`src/rtl/uart_rx.sv`:
```
// uart_rx: 8N1 UART receiver with 2-flop sync, mid-bit sampling and a one-entry valid/ready holding register.
// Define UART_RX_MAJORITY_EN to decide each bit by 2-of-3 vote around mid-bit.
module uart_rx #(
  parameter int CLKS_PER_BIT = 1085
) (
  input  logic       sysclk,
  input  logic       rst,
  input  logic       UART_RX,
  output logic [7:0] data,
  output logic       data_valid,
  input  logic       data_ready,
  output logic       frame_error,
  output logic       overrun
);
  localparam int MID = CLKS_PER_BIT / 2;
  localparam int CW = $clog2(CLKS_PER_BIT);
  localparam logic [CW-1:0] C_LAST = CW'(CLKS_PER_BIT - 1);
  localparam logic [CW-1:0] C_MID = CW'(MID);
  localparam logic [CW-1:0] C_DEC = CW'(MID + 1);
  typedef enum logic [2:0] {IDLE, START, DATA, STOP, RECOVER} state_t;
  state_t state_q, state_d;
  logic [CW-1:0] cnt_q, cnt_d;
  logic [2:0] idx_q, idx_d;
  logic [7:0] sh_q, sh_d, data_q, data_d;
  logic valid_q, valid_d, fe_q, fe_d, ov_q, ov_d;
  logic s1_q, s2_q, rx_s, bit_val, dec;
  assign rx_s = s2_q;
  assign dec = cnt_q == C_DEC;
  assign data = data_q;
  assign data_valid = valid_q;
  assign frame_error = fe_q;
  assign overrun = ov_q;
`ifdef UART_RX_MAJORITY_EN
  localparam logic [CW-1:0] C_PRE = CW'(MID - 1);
  logic smp0_q, smp1_q;
  always_ff @(posedge sysclk or posedge rst)
    if (rst) begin
      smp0_q <= 1'b1;
      smp1_q <= 1'b1;
    end else begin
      if (cnt_q == C_PRE) smp0_q <= rx_s;
      if (cnt_q == C_MID) smp1_q <= rx_s;
    end
  // third vote is the live MID+1 sample, so the decision cycle stays the same
  assign bit_val = (smp0_q & smp1_q) | (smp0_q & rx_s) | (smp1_q & rx_s);
`else
  logic smp_q;
  always_ff @(posedge sysclk or posedge rst)
    if (rst) smp_q <= 1'b1;
    else if (cnt_q == C_MID) smp_q <= rx_s;
  assign bit_val = smp_q;
`endif
  always_ff @(posedge sysclk or posedge rst)
    if (rst) begin
      s1_q <= 1'b1;
      s2_q <= 1'b1;
      state_q <= IDLE;
      cnt_q <= '0;
      idx_q <= '0;
      sh_q <= '0;
      data_q <= '0;
      valid_q <= 1'b0;
      fe_q <= 1'b0;
      ov_q <= 1'b0;
    end else begin
      s1_q <= UART_RX;
      s2_q <= s1_q;
      state_q <= state_d;
      cnt_q <= cnt_d;
      idx_q <= idx_d;
      sh_q <= sh_d;
      data_q <= data_d;
      valid_q <= valid_d;
      fe_q <= fe_d;
      ov_q <= ov_d;
    end
  always_comb begin
    state_d = state_q;
    idx_d = idx_q;
    sh_d = sh_q;
    data_d = data_q;
    valid_d = valid_q & ~data_ready;
    fe_d = 1'b0;
    ov_d = 1'b0;
    case (state_q)
      IDLE: if (!rx_s) state_d = START;
      START:
        if (dec && bit_val) state_d = IDLE;
        else if (cnt_q == C_LAST) begin
          state_d = DATA;
          idx_d = '0;
        end
      DATA: begin
        if (dec) sh_d = {bit_val, sh_q[7:1]};
        if (cnt_q == C_LAST) begin
          if (idx_q == 3'd7) state_d = STOP;
          else idx_d = idx_q + 3'd1;
        end
      end
      STOP:
        if (dec) begin
          // leave mid-stop so a back-to-back start bit is not missed
          state_d = bit_val ? IDLE : RECOVER;
          fe_d = ~bit_val;
          if (bit_val) begin
            if (!valid_q || data_ready) begin
              data_d = sh_q;
              valid_d = 1'b1;
            end else ov_d = 1'b1;
          end
        end
      RECOVER: if (rx_s) state_d = IDLE;
      default: state_d = IDLE;
    endcase
    cnt_d = (state_q inside {START, DATA, STOP} && state_d inside {START, DATA, STOP})
          ? ((cnt_q == C_LAST) ? '0 : cnt_q + 1'b1) : '0;
  end
endmodule
```
`config.mk`:
```
export PLATFORM = sky130hd
export DESIGN_NAME = uart_rx
export DESIGN_NICKNAME = d
export VERILOG_FILES = /design/src/rtl/uart_rx.sv
export SDC_FILE = /design/constraint.sdc
export NUM_CORES = 1
export LEC_CHECK = 0
export ABC_AREA = 1
export CAP_MARGIN = 15
export CORE_MARGIN = 4
export CORE_UTILIZATION = 40
export CTS_BUF_LIST = sky130_fd_sc_hd__clkbuf_4 sky130_fd_sc_hd__clkbuf_8 sky130_fd_sc_hd__clkbuf_16
export DETAILED_ROUTE_END_ITERATION = 8
export PLACE_DENSITY_LB_ADDON = 0.08
export SLEW_MARGIN = 20
export SYNTH_ARGS = -nofsm -noshare
export SYNTH_HDL_FRONTEND = slang
export SYNTH_SLANG_ARGS = --single-unit
```
`constraint.sdc`:
```
create_clock -name sysclk -period 2 [get_ports sysclk]
set_input_delay 0.4 -clock sysclk [delete_from_list [all_inputs] [get_ports sysclk]]
set_output_delay 0.4 -clock sysclk [all_outputs]
set_load 0.005 [all_outputs]
```
# Yosys cells after proc, flatten, opt, wreduce, memory -nomap -nowiden
# Index checks and enable logic that the tools add are counted.
[op_classes] add_sub_neg=2 n_mul=0 div=0 n_lt_le_gt_ge=0 n_eq_ne=15 shifts=0 muxes=26 bitwise_logic=3 n_reduce_logical=11
[ops] op="3-bit two-way mux" count=12
[ops] op="11-bit by 10-bit == test with 1-bit output (second input constant)" count=2
[ops] op="11-bit two-way mux" count=2
[ops] op="3-bit one-hot mux with 5 select lines" count=1
[ops] op="3-bit by 2-bit == test with 1-bit output (second input constant)" count=4
[ops] op="11-bit by 1-bit adder with 11-bit output (second input constant)" count=1
[ops] op="11-bit == test (second input constant)" count=1
[ops] op="1-bit two-way mux" count=10
[ops] op="2-bit inequality test (second input constant)" count=4
[ops] op="3-bit by 1-bit == test with 1-bit output (second input constant)" count=2
[ops] op="3-bit == test (second input constant)" count=2
[ops] op="3-bit one-hot mux with 2 select lines" count=1
[ops] op="3-bit nonzero test" count=2
[ops] op="5-bit AND reduction" count=1
[ops] op="4-bit AND reduction" count=1
[ops] op="3-bit by 1-bit adder with 3-bit output (second input constant)" count=1
[ops] op="3-bit logical NOT" count=1
[ops] op="1-bit logical AND" count=2
[ops] op="1-bit NOT" count=2
[ops] op="2-bit AND reduction" count=1
[ops] op="2-bit nonzero test" count=1
[ops] op="1-bit AND" count=1
[ops] op="1-bit logical NOT" count=1
[ops] op="1-bit logical OR" count=1
[totals] regBits=39 latch_bits=0 mem_bits_rw=0 romBits=0 inputBits=4 output_inout_bits=11 word_cells=68 n_memories=0

# Logic depth before layout (Yosys ltp)
# Gate-level depths: netlist of the first run.
[logic_depth] ltp_word=8 ltp_mapped=11 ltp_nobuf=10

# Worst setup path after synthesis of the first run
# OpenSTA, ideal clock, no wires.
[synth_path] path_kind="reg2reg" start="register cnt_q[1]" end="register cnt_q[3]" setup_ns=0.122 arrival_ns=1.413 required_time_ns=1.878 path_slack_ns=0.465 stages_incl_launch_ff=12 n_path_buf=1 synth_period_minus_slack_ns=1.535 cell_sequence="dfrtp_1 -> ha_1 -> inv_1 -> nor2_4 -> nand3_1 -> nand2_1 -> nand2_1 -> nor2_2 -> nand3_2 -> nand2_2 -> buf_6 -> nor2_2"
[synth_between] elab_chain_len=8 word_cells_on_any_way=16 classes_between="add/sub: 1; eq/ne: 5; mux: 7; reduce/logical: 3"
[synth_rtl] item="start: declaration" line="22" text="logic [CW-1:0] cnt_q, cnt_d;"
[synth_rtl] item="start signal: assignment" line="69" text="cnt_q <= cnt_d;"
[synth_rtl] item="11-bit == test / 11-bit by 10-bit == test with 1-bit output (equally long branches)"
[synth_rtl] item="3-bit two-way mux / 1-bit logical AND (equally long branches)" line="89, 88"
[synth_rtl] item="3-bit two-way mux" line="88" text="if (dec && bit_val) state_d = IDLE;"
[synth_rtl] item="3-bit one-hot mux with 5 select lines" line="85" text="case (state_q)"
[synth_rtl] item="3-bit by 1-bit == test with 1-bit output / 3-bit by 2-bit == test with 1-bit output (equally long branches)" line="115" text="cnt_d = (state_q inside {START, DATA, STOP} && state_d inside {START, DATA, STOP})"
[synth_rtl] item="3-bit nonzero test" line="115"
[synth_rtl] item="1-bit logical AND" line="115"
[synth_rtl] item="11-bit two-way mux (*)" line="116" text="? ((cnt_q == C_LAST) ? '0 : cnt_q + 1'b1) : '0;"
[synth_rtl] item="via cnt_d[3]" line="22"
# Mark *: on every way through the listed nets, which the timed path passes. The rest lies on a longest branch.
# A chain may end at the register's enable or synchronous reset.

# Worst setup path in the final report of the first run
[layout_path] start="register cnt_q[1]" end="register cnt_q[10]"
# The elaborated chain is that of the path after synthesis.

==> metrics.txt, run 1 <==
status=complete, no violations; CP max stage delay=0.41 ns; Yosys warning count=0; FF+latch count, synth=39; DP HPWL=2560 um; number of global-route vias before repair=1401; Crit. End Element=flip-flop; final setup skew=0.00608 ns; worst-case register-to-register setup slack=0.27 ns; max_slew headroom=0.790; actual slew at the worst max-slew pin=0.313 ns; initial core utilization=0.426; final slew viol count=0; Yosys cell types=30; asr flop ratio synth=1.00; cells after synthesis=213; die height=77.2 um; GPL Wtd Cong=0.862; clock sinks=39; PortBufs=14; total CTS buffers=5; DR DRC count=0; TritonCTS clock tree=built; hold crit path type=flip-flop to flip-flop; worst-skew pair later-pin latency=0.29 ns; ANT nets after route=0; ant diodes=0; Final setup viols=0; Clock transition at path regs=0.08 ns; Crit Path Category=flip-flop to flip-flop; Post-Route WL=3490 um; Top-Level Pins=15; area grow syn2layout=15.2%; syn nets=222; synthesized area per cell=9.00 sq um; min cycle time layout=1.73 ns; slowest CP cell=dfrtp_1; total vias in the final route=1406; Pwr Total=1340 uW; most frequent cells in the layout=43 x nand2_1, 36 x dfrtp_1, 26 x inv_1; GRT overflow=0; GRT Overall Usage=0.129; CTS Buffer Depth=2; leading cell type in the layout, fill and taps excluded=nand2_1; initial antenna violation count=0; Tcrit/Tclk final=0.867; ys flop type=dfrtp_1; pin count of the biggest net entering global routing=40; first-pass GRT wire length=6180 um; CTS root buf=clkbuf_8; core area=0.00450 sq mm; Critical Path AT=1.91 ns; DIE AREA=0.00596 sq mm; Hold Fails Final Rpt=0; RSZ-0062 raised after global routing=no; PwrDens=608 mW/mm^2; post-synthesis sequential area ratio=0.511; most used cell, CP=nand2_1; Cell Area, Synth=0.00192 sq mm; row count=24; crit-path leading delay family=simple AND/OR/NAND/NOR gates; CP Launch Type=flip-flop; Leakage=0.000977 uW; Nets=241; Die X=77.2 um; Max Cap Viol=0; DR pass1 iterations=4; CP bufs+invs=1; Crit Path Max Fanout=11; Max Clk Rate=577 MHz; VDD IR max=0.456 mV; TNS Setup=0 ns; Post-synth EDFFs=0; fillers=453; post-DR wirelength/cell=12.2 um; CTS HTree Levels=2; worst path required time=2.17 ns; layout cell share with drive strength beyond 1=0.189; cell chain of the critical path=ha_1 > inv_1 > nor2_4 > nand3_1 > nand2_1 > nand2_1 > nor2_2 > nand3_2 > nand2_4 > nor2_1; Avg Vias per Cell=4.93; DR iter-0 viols=92
-- area by class of cell --
type	count	area, sq um	area share
Tap cell	52	65.1	0.0295
Clock buffer	6	76.3	0.0346
Timing Repair Buffer	15	160	0.0725
Multi-Input combinational cell	138	790	0.358
Inverter	33	125	0.0567
Clock inverter	2	12.5	0.00567
Sequential cell	39	980	0.444
-- registers in the layout, summed over array words and instances (netlist names) --
signal and flops:
overrun 1, rx_s 1, data_valid 1, frame_error 1, cnt_q 11, bit_val 1, data 8, s1_q 1
sh_q 8, idx_q 3, state_q 3
-- per-layer routing --
layer  share of wire  global-route usage  vias up
li1                -                   -      718
met1            0.48               0.166      661
met2            0.48               0.204       21
met3           0.035              0.0422        6
met4          0.0095              0.0463        0
met5               0                   0        -
-- report_power, final --
part	switching (uW)	internal, uW	total [uW]
clock network	267	257	524
registers	0.546	792	792
logic	17.2	9.46	26.7
total	285	1060	1340
-- timing repair --
item | 4_1_cts | 5_1_grt
setup endpoints to repair | 0 | 5
hold buffers | 0 | 0
gates resized for setup | 0 | 1
buffers inserted | 0 | 0
-- logic make-up after synthesis --
logic type,after synthesis,synth area share
adder cells (fa/ha/maj),5,0.0326
AO/OA/AOI/OAI,30,0.0835
buffers and inverters,36,0.0796
AND/OR/NAND/NOR,99,0.275
XOR/XNOR,4,0.0183
flip-flops,39,0.511
-- cells in the mapped netlist (4+ instances only) --
library cell  instances  area share
dfrtp_1              36        0.47
ha_1                  5       0.033
inv_1                26       0.051
inv_2                 6       0.012
nand2_1              43       0.084
nand2_2               4       0.013
nand3_1              10       0.026
nand4_1               6       0.020
nor2_1               10       0.020
nor2_2               14       0.046
o21ai_1              22       0.057
xor2_1                4       0.018
-- path summary, 6_finish.rpt --
check                          from   endpoint  depth (start not counted)
min in group asynchronous       rst   cnt_q[6]                          3
setup reg to reg           cnt_q[1]  cnt_q[10]                         10
setup / recovery           cnt_q[1]  cnt_q[10]                         10
hold / removal                 s1_q       rx_s                          0
hold reg to reg                s1_q       rx_s                          0
max in group asynchronous       rst       s1_q                          3
-- per-stage QoR --
step | instances | hold WS, ns | setup WS [ns] | area [sq um] | utilization
2_1_floorplan | 213 | 0.345 | 0.465 | 1920 | -
3_3_place_gp | 277 | 0.350 | 0.276 | 2110 | 0.469
3_5_place_dp | 277 | 0.353 | 0.185 | 2110 | 0.469
4_1_cts | 285 | 0.364 | 0.162 | 2200 | 0.489
5_1_grt | 285 | 0.370 | 0.0673 | 2210 | 0.490
6_report | 285 | 0.360 | 0.266 | 2210 | 0.490
Note: power is estimated with default switching activity, not from simulation.
==> inputs of run 2 (changes only) <==
Settings changed: CORE_UTILIZATION 40 to 50, GPL_ROUTABILITY_DRIVEN set to 0.
==> metrics.txt, run 2 (same netlist as run 1, synthesis figures left out) <==
total CTS buffers=5 (unchanged); final slew viol count=0 (unchanged); initial core utilization=0.520 (was 0.426); area grow syn2layout=15.5% (was 15.2%); Leakage=0.000988 uW (was 0.000977 uW); RSZ-0062 raised after global routing=no (unchanged); R2R depth=10 (unchanged); die height=69.9 um (was 77.2 um); reg2reg start=cnt_q[1] (unchanged); ant diodes=0 (unchanged); crit-path leading delay family=simple AND/OR/NAND/NOR gates (unchanged); area of the multi-input gates=785 sq um (was 790 sq um); fillers=318 (was 453); Hold Fails Final Rpt=0 (unchanged); Die X=69.9 um (was 77.2 um); CTS root buf=clkbuf_8 (unchanged); M1 WL=1470 um (was 1670 um); CTS Buffer Depth=2 (unchanged); DIE AREA=0.00489 sq mm (was 0.00596 sq mm); register area=980 sq um (unchanged); Nets=241 (unchanged); CP max stage delay=0.39 ns (was 0.41 ns); Largest Register=cnt_q (unchanged); DR iter-0 viols=91 (was 92); GRT Overall Usage=0.156 (was 0.129); most frequent cells in the layout=43 x nand2_1, 36 x dfrtp_1, 26 x inv_1 (unchanged); PwrDens=668 mW/mm^2 (was 608 mW/mm^2); CTS HTree Levels=2 (unchanged); WL met3=173 um (was 121 um); TritonCTS clock tree=built (unchanged); met2 routed WL=1720 um (was 1670 um); Crit Path Category=flip-flop to flip-flop (unchanged); max reg flops=11 (unchanged); Crit Path Max Fanout=11 (unchanged); Max Cap Viol=0 (unchanged); most used cell, CP=nand2_1 (unchanged); CP Launch Point=cnt_q[1] (unchanged); row count=22 (was 24); total vias in the final route=1447 (was 1406); max_slew headroom=0.691 (was 0.790); hold crit path type=flip-flop to flip-flop (unchanged); status=complete, no violations (unchanged); pin count of the biggest net entering global routing=40 (unchanged); Clock transition at path regs=0.07 ns (was 0.08 ns); TNS Setup=0 ns (unchanged); DP Area=0.00210 sq mm (was 0.00211 sq mm); ANT nets after route=0 (unchanged); PortBufs=14 (unchanged); core area=0.00369 sq mm (was 0.00450 sq mm); worst-skew pair later-pin latency=0.29 ns (about the same); R2R Path End=cnt_q[10] (unchanged); Max Used Layer=met4 (unchanged); Avg Vias per Cell=5.15 (was 4.93); WP depth=10 (unchanged); actual slew at the worst max-slew pin=0.464 ns (was 0.313 ns); leading cell type in the layout, fill and taps excluded=nand2_1 (unchanged); Final setup viols=0 (unchanged); Post-CTS Resized=0 (unchanged); DP HPWL=2510 um (was 2560 um); final hold slack=0.357 ns (was 0.360 ns); worst-case register-to-register setup slack=0.22 ns (was 0.27 ns); number of global-route vias before repair=1391 (was 1401); worst setup path endpoint=cnt_q[10] (unchanged); DR DRC count=0 (unchanged); Tcrit/Tclk final=0.888 (was 0.867); DR pass1 iterations=4 (unchanged); worst path required time=2.17 ns (about the same); Final Cell Area=0.00221 sq mm (about the same); Top-Level Pins=15 (unchanged); first-pass GRT wire length=6020 um (was 6180 um); GRT overflow=0 (unchanged); Crit. End Element=flip-flop (unchanged); initial antenna violation count=0 (unchanged); layout cell share with drive strength beyond 1=0.189 (unchanged); Post-Route WL=3430 um (was 3490 um); Max Clk Rate=563 MHz (was 577 MHz); min cycle time layout=1.78 ns (was 1.73 ns); clock sinks=39 (unchanged); post-DR wirelength/cell=12.2 um (about the same); final setup skew=0.00725 ns (was 0.00608 ns); slowest CP cell=dfrtp_1 (unchanged); Critical Path AT=1.94 ns (was 1.91 ns); CP Launch Type=flip-flop (unchanged); VDD IR max=0.393 mV (was 0.456 mV); Setup Buffers After CTS=0 (unchanged); # hold bufs at CTS=0 (unchanged); CP bufs+invs=1 (unchanged); cell chain of the critical path=ha_1 > inv_1 > nor2_4 > nand3_1 > nand2_1 > nand2_1 > nor2_2 > nand3_2 > nand2_2 > nor2_1 (was ha_1 > inv_1 > nor2_4 > nand3_1 > nand2_1 > nand2_1 > nor2_2 > nand3_2 > nand2_4 > nor2_1)
==> run 2: changes by cell type in the layout (fill, tap and decap cells not counted), sizes merged <==
cell / change
bufinv: +1
clkinvlp: -1
==> run 2: stage by stage <==
stage | setup WS [ns] | util | std cells | total power, uW
2_1_floorplan | 0.465 | - | 213 | 820
3_3_place_gp | 0.324 | 0.569 | 273 | 831
3_5_place_dp | 0.211 | 0.569 | 273 | 832
4_1_cts | 0.210 | 0.600 | 281 | 1500
5_1_grt | 0.0711 | 0.600 | 281 | 1550
6_report | 0.224 | 0.600 | 281 | 1480
==> run 2: power breakdown <==
group          total, uW  leakage (uW)  switching (uW)  internal (uW)
clock network        664     0.0000612             261            403
registers            792      0.000520           0.462            792
logic               22.4      0.000407            15.7           6.69
==> run 2: cell type report <==
| cell class | instances | share of cell area |
|---|---|---|
| sequential | 39 | 0.442 |
| multi-input combinational | 138 | 0.354 |
| timing repair buffer | 15 | 0.0667 |
| inverter | 33 | 0.0565 |
| clock buffer | 6 | 0.0373 |
| tap | 48 | 0.0271 |
| clock inverter | 2 | 0.0158 |
==> run 2: worst min path at each step <==
stage	start	to	slack [ns]	cells past startpoint
6_report	s1_q	rx_s	0.36	0
4_1_cts	s1_q	rx_s	0.36	0
2_1_floorplan	s1_q	rx_s	0.35	0
3_3_place_gp	s1_q	rx_s	0.35	0
5_1_grt	s1_q	rx_s	0.36	0
3_5_place_dp	s1_q	rx_s	0.35	0
==> run 2: per-layer routing <==
layer  global-route usage  up-vias
met5                    0        -
li1                     -      716
met2                0.267       36
met1                0.176      686
met4               0.0766        0
met3               0.0475        9
